$ cat config.mk
export PLATFORM = sky130hd
export DESIGN_NAME = ex_muldiv_flat
export DESIGN_NICKNAME = d
export VERILOG_FILES = /design/src/rtl/ex_muldiv_if.sv /design/src/rtl/ex_muldiv.sv /design/src/flat_wrapper.sv
export SDC_FILE = /design/constraint.sdc
export NUM_CORES = 1
export LEC_CHECK = 0
export CAP_MARGIN = 20
export CORE_MARGIN = 8
export CORE_UTILIZATION = 35
export DETAILED_ROUTE_END_ITERATION = 10
export PLACE_DENSITY = 0.52
export SKIP_LAST_GASP = 1
export SLEW_MARGIN = 20
export SYNTH_ARGS = -nofsm -noshare
export SYNTH_HDL_FRONTEND = slang
export SYNTH_SLANG_ARGS = --single-unit
$ cat constraint.sdc
create_clock -name clk -period 6.88 [get_ports clk]
set_input_delay 1.376 -clock clk [delete_from_list [all_inputs] [get_ports clk]]
set_output_delay 1.376 -clock clk [all_outputs]
set_load 0.05 [all_outputs]
$ cat src/rtl/ex_muldiv_if.sv
// ex_muldiv_if: EX-stage launch, stall and result handshake for the multiply/divide unit
interface ex_muldiv_if #(parameter int WIDTH = 32);
   logic             start;
   logic [2:0]       funct3;
   logic [WIDTH-1:0] op_a;
   logic [WIDTH-1:0] op_b;
   logic             flush;
   logic             stall;
   logic             done;
   logic [WIDTH-1:0] result;
   modport master (output start, funct3, op_a, op_b, flush, input stall, done, result);
   modport slave (input start, funct3, op_a, op_b, flush, output stall, done, result);
endinterface

$ cat src/rtl/ex_muldiv.sv
// ex_muldiv: iterative RV32M multiply/divide unit that stalls the pipeline while it iterates
module ex_muldiv #(parameter int WIDTH = 32) (
   input logic        clk,
   input logic        rst,
   ex_muldiv_if.slave bus
);
   typedef enum logic [1:0] {IDLE, CALC, DONE} state_t;
   state_t             state;
   logic [5:0]         cnt;
   logic [2*WIDTH-1:0] acc, acc_nxt, prod;
   logic [WIDTH-1:0]   opnd, abs_a, abs_b, spec_res, quo, rem, res_nxt, result_r;
   logic [WIDTH:0]     sum, diff;
   logic [2:0]         f3;
   logic               neg_a, neg_b, sgn_a, sgn_b, is_div, b_zero, ovf, special, launch, done_r;
   // Operand decode at launch and one multiply or divide step on the held operands
   always_comb begin
      sgn_a    = (bus.funct3 == 3'd1 || bus.funct3 == 3'd2 || bus.funct3 == 3'd4 || bus.funct3 == 3'd6) && bus.op_a[WIDTH-1];
      sgn_b    = (bus.funct3 == 3'd1 || bus.funct3 == 3'd4 || bus.funct3 == 3'd6) && bus.op_b[WIDTH-1];
      abs_a    = sgn_a ? -bus.op_a : bus.op_a;
      abs_b    = sgn_b ? -bus.op_b : bus.op_b;
      is_div   = bus.funct3[2];
      b_zero   = bus.op_b == '0;
      ovf      = is_div && !bus.funct3[0] && (bus.op_a == {1'b1, {(WIDTH-1){1'b0}}}) && (&bus.op_b);
      special  = is_div && (b_zero || ovf);
      spec_res = bus.funct3[1] ? (b_zero ? bus.op_a : '0) : (b_zero ? '1 : bus.op_a);
      launch   = state == IDLE && bus.start && !bus.flush;
      sum      = {1'b0, acc[2*WIDTH-1:WIDTH]} + (acc[0] ? {1'b0, opnd} : '0);
      diff     = acc[2*WIDTH-1:WIDTH-1] - {1'b0, opnd};
      acc_nxt  = f3[2] ? (diff[WIDTH] ? {acc[2*WIDTH-2:0], 1'b0} : {diff[WIDTH-1:0], acc[WIDTH-2:0], 1'b1}) : {sum, acc[WIDTH-1:1]};
      prod     = (neg_a ^ neg_b) ? -acc_nxt : acc_nxt;
      quo      = (neg_a ^ neg_b) ? -acc_nxt[WIDTH-1:0] : acc_nxt[WIDTH-1:0];
      rem      = neg_a ? -acc_nxt[2*WIDTH-1:WIDTH] : acc_nxt[2*WIDTH-1:WIDTH];
      res_nxt  = f3 == 3'd0 ? prod[WIDTH-1:0] : !f3[2] ? prod[2*WIDTH-1:WIDTH] : f3[1] ? rem : quo;
   end
   assign bus.stall  = launch || state == CALC;
   assign bus.done   = done_r;
   assign bus.result = result_r;
   // Control FSM: launch or fast-path in IDLE, iterate in CALC, single done pulse
   always_ff @(posedge clk or negedge rst) begin
      if (!rst) begin
         state    <= IDLE;
         cnt      <= '0;
         acc      <= '0;
         opnd     <= '0;
         f3       <= '0;
         neg_a    <= 1'b0;
         neg_b    <= 1'b0;
         done_r   <= 1'b0;
         result_r <= '0;
      end else begin
         done_r <= 1'b0;
         case (state)
            IDLE: if (launch) begin
               f3    <= bus.funct3;
               neg_a <= sgn_a;
               neg_b <= sgn_b;
               opnd  <= is_div ? abs_b : abs_a;
               acc   <= {{WIDTH{1'b0}}, is_div ? abs_a : abs_b};
               cnt   <= 6'(WIDTH);
               if (special) begin
                  result_r <= spec_res;
                  done_r   <= 1'b1;
                  state    <= DONE;
               end else state <= CALC;
            end
            CALC: if (bus.flush) state <= IDLE;
            else begin
               acc <= acc_nxt;
               cnt <= cnt - 6'd1;
               if (cnt == 6'd1) begin
                  result_r <= res_nxt;
                  done_r   <= 1'b1;
                  state    <= DONE;
               end
            end
            default: state <= IDLE;
         endcase
      end
   end
endmodule

$ cat src/flat_wrapper.sv
// flat-port wrapper written by rule: the top's interface ports become plain ports
module ex_muldiv_flat 
#(parameter int WIDTH = 32)
  (clk, rst, bus_start, bus_funct3, bus_op_a, bus_op_b, bus_flush, bus_stall, bus_done, bus_result);
  ex_muldiv_if #(.WIDTH(WIDTH)) bus_i ();
  input logic clk;
  input logic rst;
  input wire logic [$bits(bus_i.start)-1:0] bus_start;
  input wire logic [$bits(bus_i.funct3)-1:0] bus_funct3;
  input wire logic [$bits(bus_i.op_a)-1:0] bus_op_a;
  input wire logic [$bits(bus_i.op_b)-1:0] bus_op_b;
  input wire logic [$bits(bus_i.flush)-1:0] bus_flush;
  output wire logic [$bits(bus_i.stall)-1:0] bus_stall;
  output wire logic [$bits(bus_i.done)-1:0] bus_done;
  output wire logic [$bits(bus_i.result)-1:0] bus_result;
  assign bus_i.start = bus_start;
  assign bus_i.funct3 = bus_funct3;
  assign bus_i.op_a = bus_op_a;
  assign bus_i.op_b = bus_op_b;
  assign bus_i.flush = bus_flush;
  assign bus_stall = bus_i.stall;
  assign bus_done = bus_i.done;
  assign bus_result = bus_i.result;
  ex_muldiv #(.WIDTH(WIDTH)) u_core (.clk(clk), .rst(rst), .bus(bus_i));
endmodule
# Word-level counts from Yosys, hierarchy flattened
# Index checks and enable logic that the tools add are counted.
[totals] inputBits=71 reg_bits=142 output_inout_bits=34
[classes] addsub=8 n_eq_ne=12 muxes=37 n_reduce_logical=26 bitwise_logic=1
[ops] op="32-bit 2-to-1 mux" count=17
[ops] op="64-bit 2-to-1 mux" count=5
[ops] op="32-bit negator" count=4
[ops] op="64-bit one-hot mux with 2 select lines" count=1
[ops] op="64-bit negator" count=1
[ops] op="32-bit one-hot mux with 2 select lines" count=1
[ops] op="32-bit by 33-bit adder with 33-bit output" count=1
[ops] op="33-bit by 32-bit subtractor with 33-bit output" count=1
[ops] op="32-bit equality test, second input constant" count=1
[ops] op="32-bit logical NOT" count=1
[ops] op="32-bit AND reduction" count=1
[ops] op="6-bit 2-to-1 mux" count=2
[ops] op="6-bit one-hot mux with 2 select lines" count=1
[ops] op="1-bit logical AND" count=8
[ops] op="2-bit 2-to-1 mux" count=4
[ops] op="1-bit logical OR" count=7
[ops] op="3-bit equality test, second input constant" count=2
[ops] op="6-bit by 1-bit equality test with 1-bit output, second input constant" count=1
[ops] op="6-bit by 1-bit subtractor with 6-bit output, second input constant" count=1
[ops] op="5-bit AND reduction" count=1
[ops] op="1-bit 2-to-1 mux" count=4
[ops] op="2-bit by 1-bit inequality test with 1-bit output, second input constant" count=2
[ops] op="2-bit inequality test, second input constant" count=2
[ops] op="2-bit one-hot mux with 2 select lines" count=1
[ops] op="other kinds (12)" count=14

# Logic depth before layout (Yosys ltp)
[depth] ltp_word=11 mapped_depth=24

# Least setup slack after synthesis
# OpenSTA, ideal clock, no wires.
[synth_timing] path_kind="flip-flop to flip-flop" start="register u_core.acc[31]" end="register u_core.result_r[30], in the netlist u_core.bus.result[30]" arrival_time_ps=4847 setup_time_ps=104 stages_incl_launch_ff=23 synth_period_minus_slack_ps=4950 required_ps=6776 path_slack_ps=1930 path_cell_list="dfrtp_1 > inv_1 > ha_1 > fa_1 > nand2b_1 > a21oi_1 > o21ai_2 > a211oi_2 > o21ai_1 > buf_4 > buf_2 > a31oi_1 > ha_1 > nand2_1 > nor3_1 > nand2_1 > nor4_1 > nor3b_1 > nand2_1 > o41ai_1 > xnor2_1 > nor2_1 > o41ai_2"
[synth_via] elab_chain_cells=11 word_cells_on_any_way=15 classes_between="add/sub (4); mux (11)"
[synth_lines] item="start, declared" line_no="ex_muldiv.sv:10" source="logic [2*WIDTH-1:0] acc, acc_nxt, prod;"
[synth_lines] item="start signal, assigned" line_no="ex_muldiv.sv:58" source="acc <= {{WIDTH{1'b0}}, is_div ? abs_a : abs_b};"
[synth_lines] item="start signal, assigned" line_no="ex_muldiv.sv:68" source="acc <= acc_nxt;"
[synth_lines] item="33-bit by 32-bit subtractor with 33-bit output" line_no="ex_muldiv.sv:28" source="diff = acc[2*WIDTH-1:WIDTH-1] - {1'b0, opnd};"
[synth_lines] item="64-bit 2-to-1 mux" line_no="ex_muldiv.sv:29" source="acc_nxt = f3[2] ? (diff[WIDTH] ? {acc[2*WIDTH-2:0], 1'b0} : {diff[WIDTH-1:0], acc[WIDTH-2:0], 1'b1}) : {sum, a ..."
[synth_lines] item="64-bit 2-to-1 mux *" line_no="ex_muldiv.sv:29"
[synth_lines] item="32-bit negator (on tied branches)" line_no="ex_muldiv.sv:31, ex_muldiv.sv:32"
[synth_lines] item="32-bit 2-to-1 mux (on tied branches)" line_no="ex_muldiv.sv:31, ex_muldiv.sv:32"
[synth_lines] item="32-bit 2-to-1 mux (2 in a row)" line_no="ex_muldiv.sv:33" source="res_nxt = f3 == 3'd0 ? prod[WIDTH-1:0] : !f3[2] ? prod[2*WIDTH-1:WIDTH] : f3[1] ? rem : quo;"
[synth_lines] item="32-bit 2-to-1 mux *" line_no="ex_muldiv.sv:33"
[synth_lines] item="32-bit 2-to-1 mux *" line_no="ex_muldiv.sv:70" source="if (cnt == 6'd1) begin"
[synth_lines] item="32-bit 2-to-1 mux *" line_no="ex_muldiv.sv:66" source="CALC: if (bus.flush) state <= IDLE;"
[synth_lines] item="32-bit one-hot mux with 2 select lines *" line_no="ex_muldiv.sv:52" source="case (state)"
[synth_lines] item="end signal, assigned" line_no="ex_muldiv.sv:61" source="result_r <= spec_res;"
[synth_lines] item="end signal, assigned" line_no="ex_muldiv.sv:71" source="result_r <= res_nxt;"
[synth_lines] item="end, declared" line_no="ex_muldiv.sv:11" source="logic [WIDTH-1:0] opnd, abs_a, abs_b, spec_res, quo, rem, res_nxt, result_r;"
# Every way passes the cells marked *; elsewhere a longest branch is shown, timed or not. The select of a mux whose other input is x is not followed.
# A chain may end at the register's enable or synchronous reset.

# Worst setup path in the final report
[layout_timing] start="register u_core.acc[31]" end="register u_core.result_r[28], in the netlist u_core.bus.result[28]"
# The elaborated chain is that of the path after synthesis.

==> results.toml <==
[hold_path]
holdPathStages = 2
hp-class = "reg2reg"
hp-start = "u_core.bus.result[4]"
holdPathEnd = "u_core.bus.result[4]"

[clock_network]
ctsHoldBuffers = 0
insertion_delay_ns = 0.45
clock-sinks = 142
cts_tree = "built"
postCtsSetupBuffers = 0
cts_buffers = 17
htree_levels = 4
clock-root-buffer = "clkbuf_16"
clockBufferDepth = 2
cts_resized = 0
path_clk_slew_ns = 0.06

[yosys]
synth_cell_type_count = 95
yosysSeqAreaShare_pct = 21.7
synth_top_area_share_pct = 21.7
syn-cell-area_mm2 = 0.0164
postSynth.asyncResetShare_pct = 100
synth_area_leaders = "dfrtp_1, a21oi_1, nand2_1"
synth-edff-count = 0
synth.avg_cell_area_um2 = 7.19
synthFlopType = "dfrtp_1"
yosysTopAreaCell = "dfrtp_1"
synth_fp_nets = 2425
ys_ff_latch = 142
yosysWarnings = 0
synth_cells = 2281

[placed_design]
preCtsSetupSlack_ns = 0.988
gp_congestion = 0.965
dp_hpwl_um = 61100
portBuffers = 104

[drt]
highest_layer = "met5"
postRouteAntennaNets = 0
wl_met1_um = 33400
first_iter_violations = 2037
viasPerCell = 6.22
dr_total_vias = 18157
firstDrtPassIters = 6
drt-total-wl_um = 77600
wl_met3_um = 5880
wl_per_cell_um = 26.6
drc_errors = 0
wl_met2_um = 35500

[timing]
fin_ws_ns = 0.699
fin_tns_setup_ns = 0
fin_crit_ns = 6.18
fmax_mhz = 162
rsz0062_at_grt = "false"
setup_viol = 0
maxSlewHeadroom_pct = 21.6
fin_skew_ns = 0.0141
post-route-period-util_pct = 89.8
finalHoldViolations = 0
slew_violations = 0
tightest_slew_ns = 1.17

[final_layout]
multiInputGateArea_mm2 = 0.0121
diodes = 0
most-common-layout-cells = "nand2_1, nor2_1, a21oi_1, o21ai_0, dfrtp_1"
nFillCells = 4850
drive_above_1_share_pct = 5.76
nNetsFinal = 2442
area_growth_pct = 13.6
seq_area_mm2 = 0.00356
final_common_cell = "nand2_1"
utilization_pct = 40.1

[power]
p_switching_mw = 4.31
p_int_mw = 3.53
p_leak_nw = 7.31
vdd_drop_max_uv = 191
power_density_mw_per_mm2 = 421
clkPwrFrac_pct = 13.1
power_mw = 7.84
p_sw_share_pct = 54.9
p_comb_share_pct = 68.9
pwr-share-seq_pct = 18.1

[critical_path]
critPathMostFrequentCell = "nand2_1"
critical_path_class = "reg2reg"
crit_path_start_kind = "flip-flop"
cpPeakStageDelay_ns = 0.50
critPathTopFamily = "compound AO/OA/AOI/OAI gates"
path_cells = "inv_1 -> ha_1 -> fa_1 -> nand2b_1 -> a21oi_1 -> o21ai_2 -> a211oi_2 -> o21ai_1 -> a31oi_1 -> ha_1 -> nand2_1 -> nor3_1 -> buf_4 -> nand2_1 -> nor4_1 -> buf_4 -> nor3b_1 -> nand2_1 -> o21ai_0 -> nand2_1 -> or2_2 -> a31oi_1 -> a211oi_1"
timing.rr.end = "u_core.bus.result[28]"
cp_slowest_cell = "dfrtp_1"
worstPathRequired_ns = 7.19
reg2reg_from = "u_core.acc[31]"
setup.worst_path.end_class = "flip-flop"
cp_num_buf_inv = 3
cp_max_fo = 9
rrSetupSlack_ns = 0.70
crit_arrival_ns = 6.49
ff2ff_path_depth = 23

[global_routing]
antenna_found_initial = 3
grt_overflow = 0
grt_max_degree = 99
grt_pass1_vias = 17118
grt_pass1_wl_um = 114000
grtUsageTotal_pct = 27.8

[floorplan]
io_pins = 105
die-width_um = 233
row_count = 79
initial_core_util_pct = 35.3
dieArea_mm2 = 0.0541
die_y_um = 233
coreArea_mm2 = 0.0465

[outcome]
status = "finished, final reports clean"

[job]
cap_violations = 0
==> state kept, by name (all words and copies together), names as in the netlist <==
register	flops
u_core.acc	64
u_core.bus.done	1
u_core.opnd	32
u_core.neg_b	1
u_core.state	2
u_core.f3	3
u_core.cnt	6
u_core.neg_a	1
u_core.bus.result	32
==> logic make-up after synthesis <==
logic type / share of synthesized area, %
flops: 21.7
simple gates: 24.0
xor+xnor: 9.50
fa+ha+maj: 5.66
mux: 3.26
compound gates: 30.8
buf+inv: 5.14
==> worst register-to-register path: cells and delay by family (launching register included) <==
| family | cells | cell delay [ns] |
|---|---|---|
| AOI/OAI and AO/OA | 8 | 2.17 |
| and+or+nand+nor | 9 | 1.93 |
| adders and majority gates | 3 | 0.95 |
| DFF | 1 | 0.50 |
| buffers and inverters | 3 | 0.49 |
==> power groups by stage <==
| stage | clock (mW) | combinational [mW] | sequential (mW) |
|---|---|---|---|
| after floorplan | 0 | 3.41 | 1.49 |
| after global placement | 0 | 5.24 | 1.41 |
| after detailed placement | 0 | 5.26 | 1.42 |
| after CTS | 1.04 | 5.28 | 1.41 |
| after global routing | 1.07 | 5.78 | 1.45 |
| final | 1.02 | 5.40 | 1.42 |
==> routing by layer <==
| layer | global-route usage (%) | vias up |
|---|---|---|
| met5 | 0 | - |
| met4 | 9.46 | 2 |
| met3 | 4.98 | 137 |
| met2 | 44.8 | 822 |
| met1 | 37.1 | 8785 |
| li1 | - | 8411 |
==> cells in the mapped netlist, types with 8 or more instances <==
library cell	number
nor4_1	22
dfrtp_1	142
nor3_1	79
o31ai_1	22
nand3_1	22
a21oi_1	238
or4_1	9
or3_1	20
o311ai_0	8
a21boi_0	9
nor2_1	247
nor3b_1	9
mux2_2	8
a21o_1	25
inv_1	67
buf_1	11
clkbuf_1	111
or2_2	8
nand2_1	253
o221ai_1	13
o21a_1	14
o22ai_1	10
nor2b_1	14
o21ai_1	8
buf_2	20
o211ai_1	34
nand4_1	33
ha_1	71
a2111oi_0	8
and2_1	47
xor2_1	75
mux2i_1	43
a221oi_1	8
xnor2_1	103
nand2b_1	21
and3_1	20
o21ai_0	189
a211oi_1	33
a31oi_1	43
o41ai_1	13
a22o_1	16
==> final cells by class <==
type	count	share of cell area [%]
clock buffers	23	2.67
clock inverters	9	0.705
inverters	68	1.37
multi-input cells	1924	64.9
flip-flops and latches	142	19.1
well taps	607	4.08
repair buffers	145	7.22
==> worst max path at each step <==
stage	cells after the start	startpoint	to	slack [ns]
finish	23	u_core.acc[31]	u_core.bus.result[28]	0.70
global route	23	u_core.acc[31]	u_core.bus.result[28]	0.37
CTS	23	u_core.acc[31]	u_core.bus.result[28]	0.93
detailed placement	23	u_core.acc[31]	u_core.bus.result[28]	0.99
global placement	23	u_core.acc[31]	u_core.bus.result[28]	0.99
floorplan	22	u_core.acc[31]	u_core.bus.result[30]	1.93
==> through the flow <==
stage | cell area (µm²) | std cells | hold WS [ns]
floorplan | 16400 | 2281 | 0.459
global placement | 18000 | 2886 | 0.473
detailed placement | 18000 | 2886 | 0.489
CTS | 18600 | 2918 | 0.504
global route | 18600 | 2918 | 0.523
finish | 18600 | 2918 | 0.503
(Power assumes the default switching activity.)
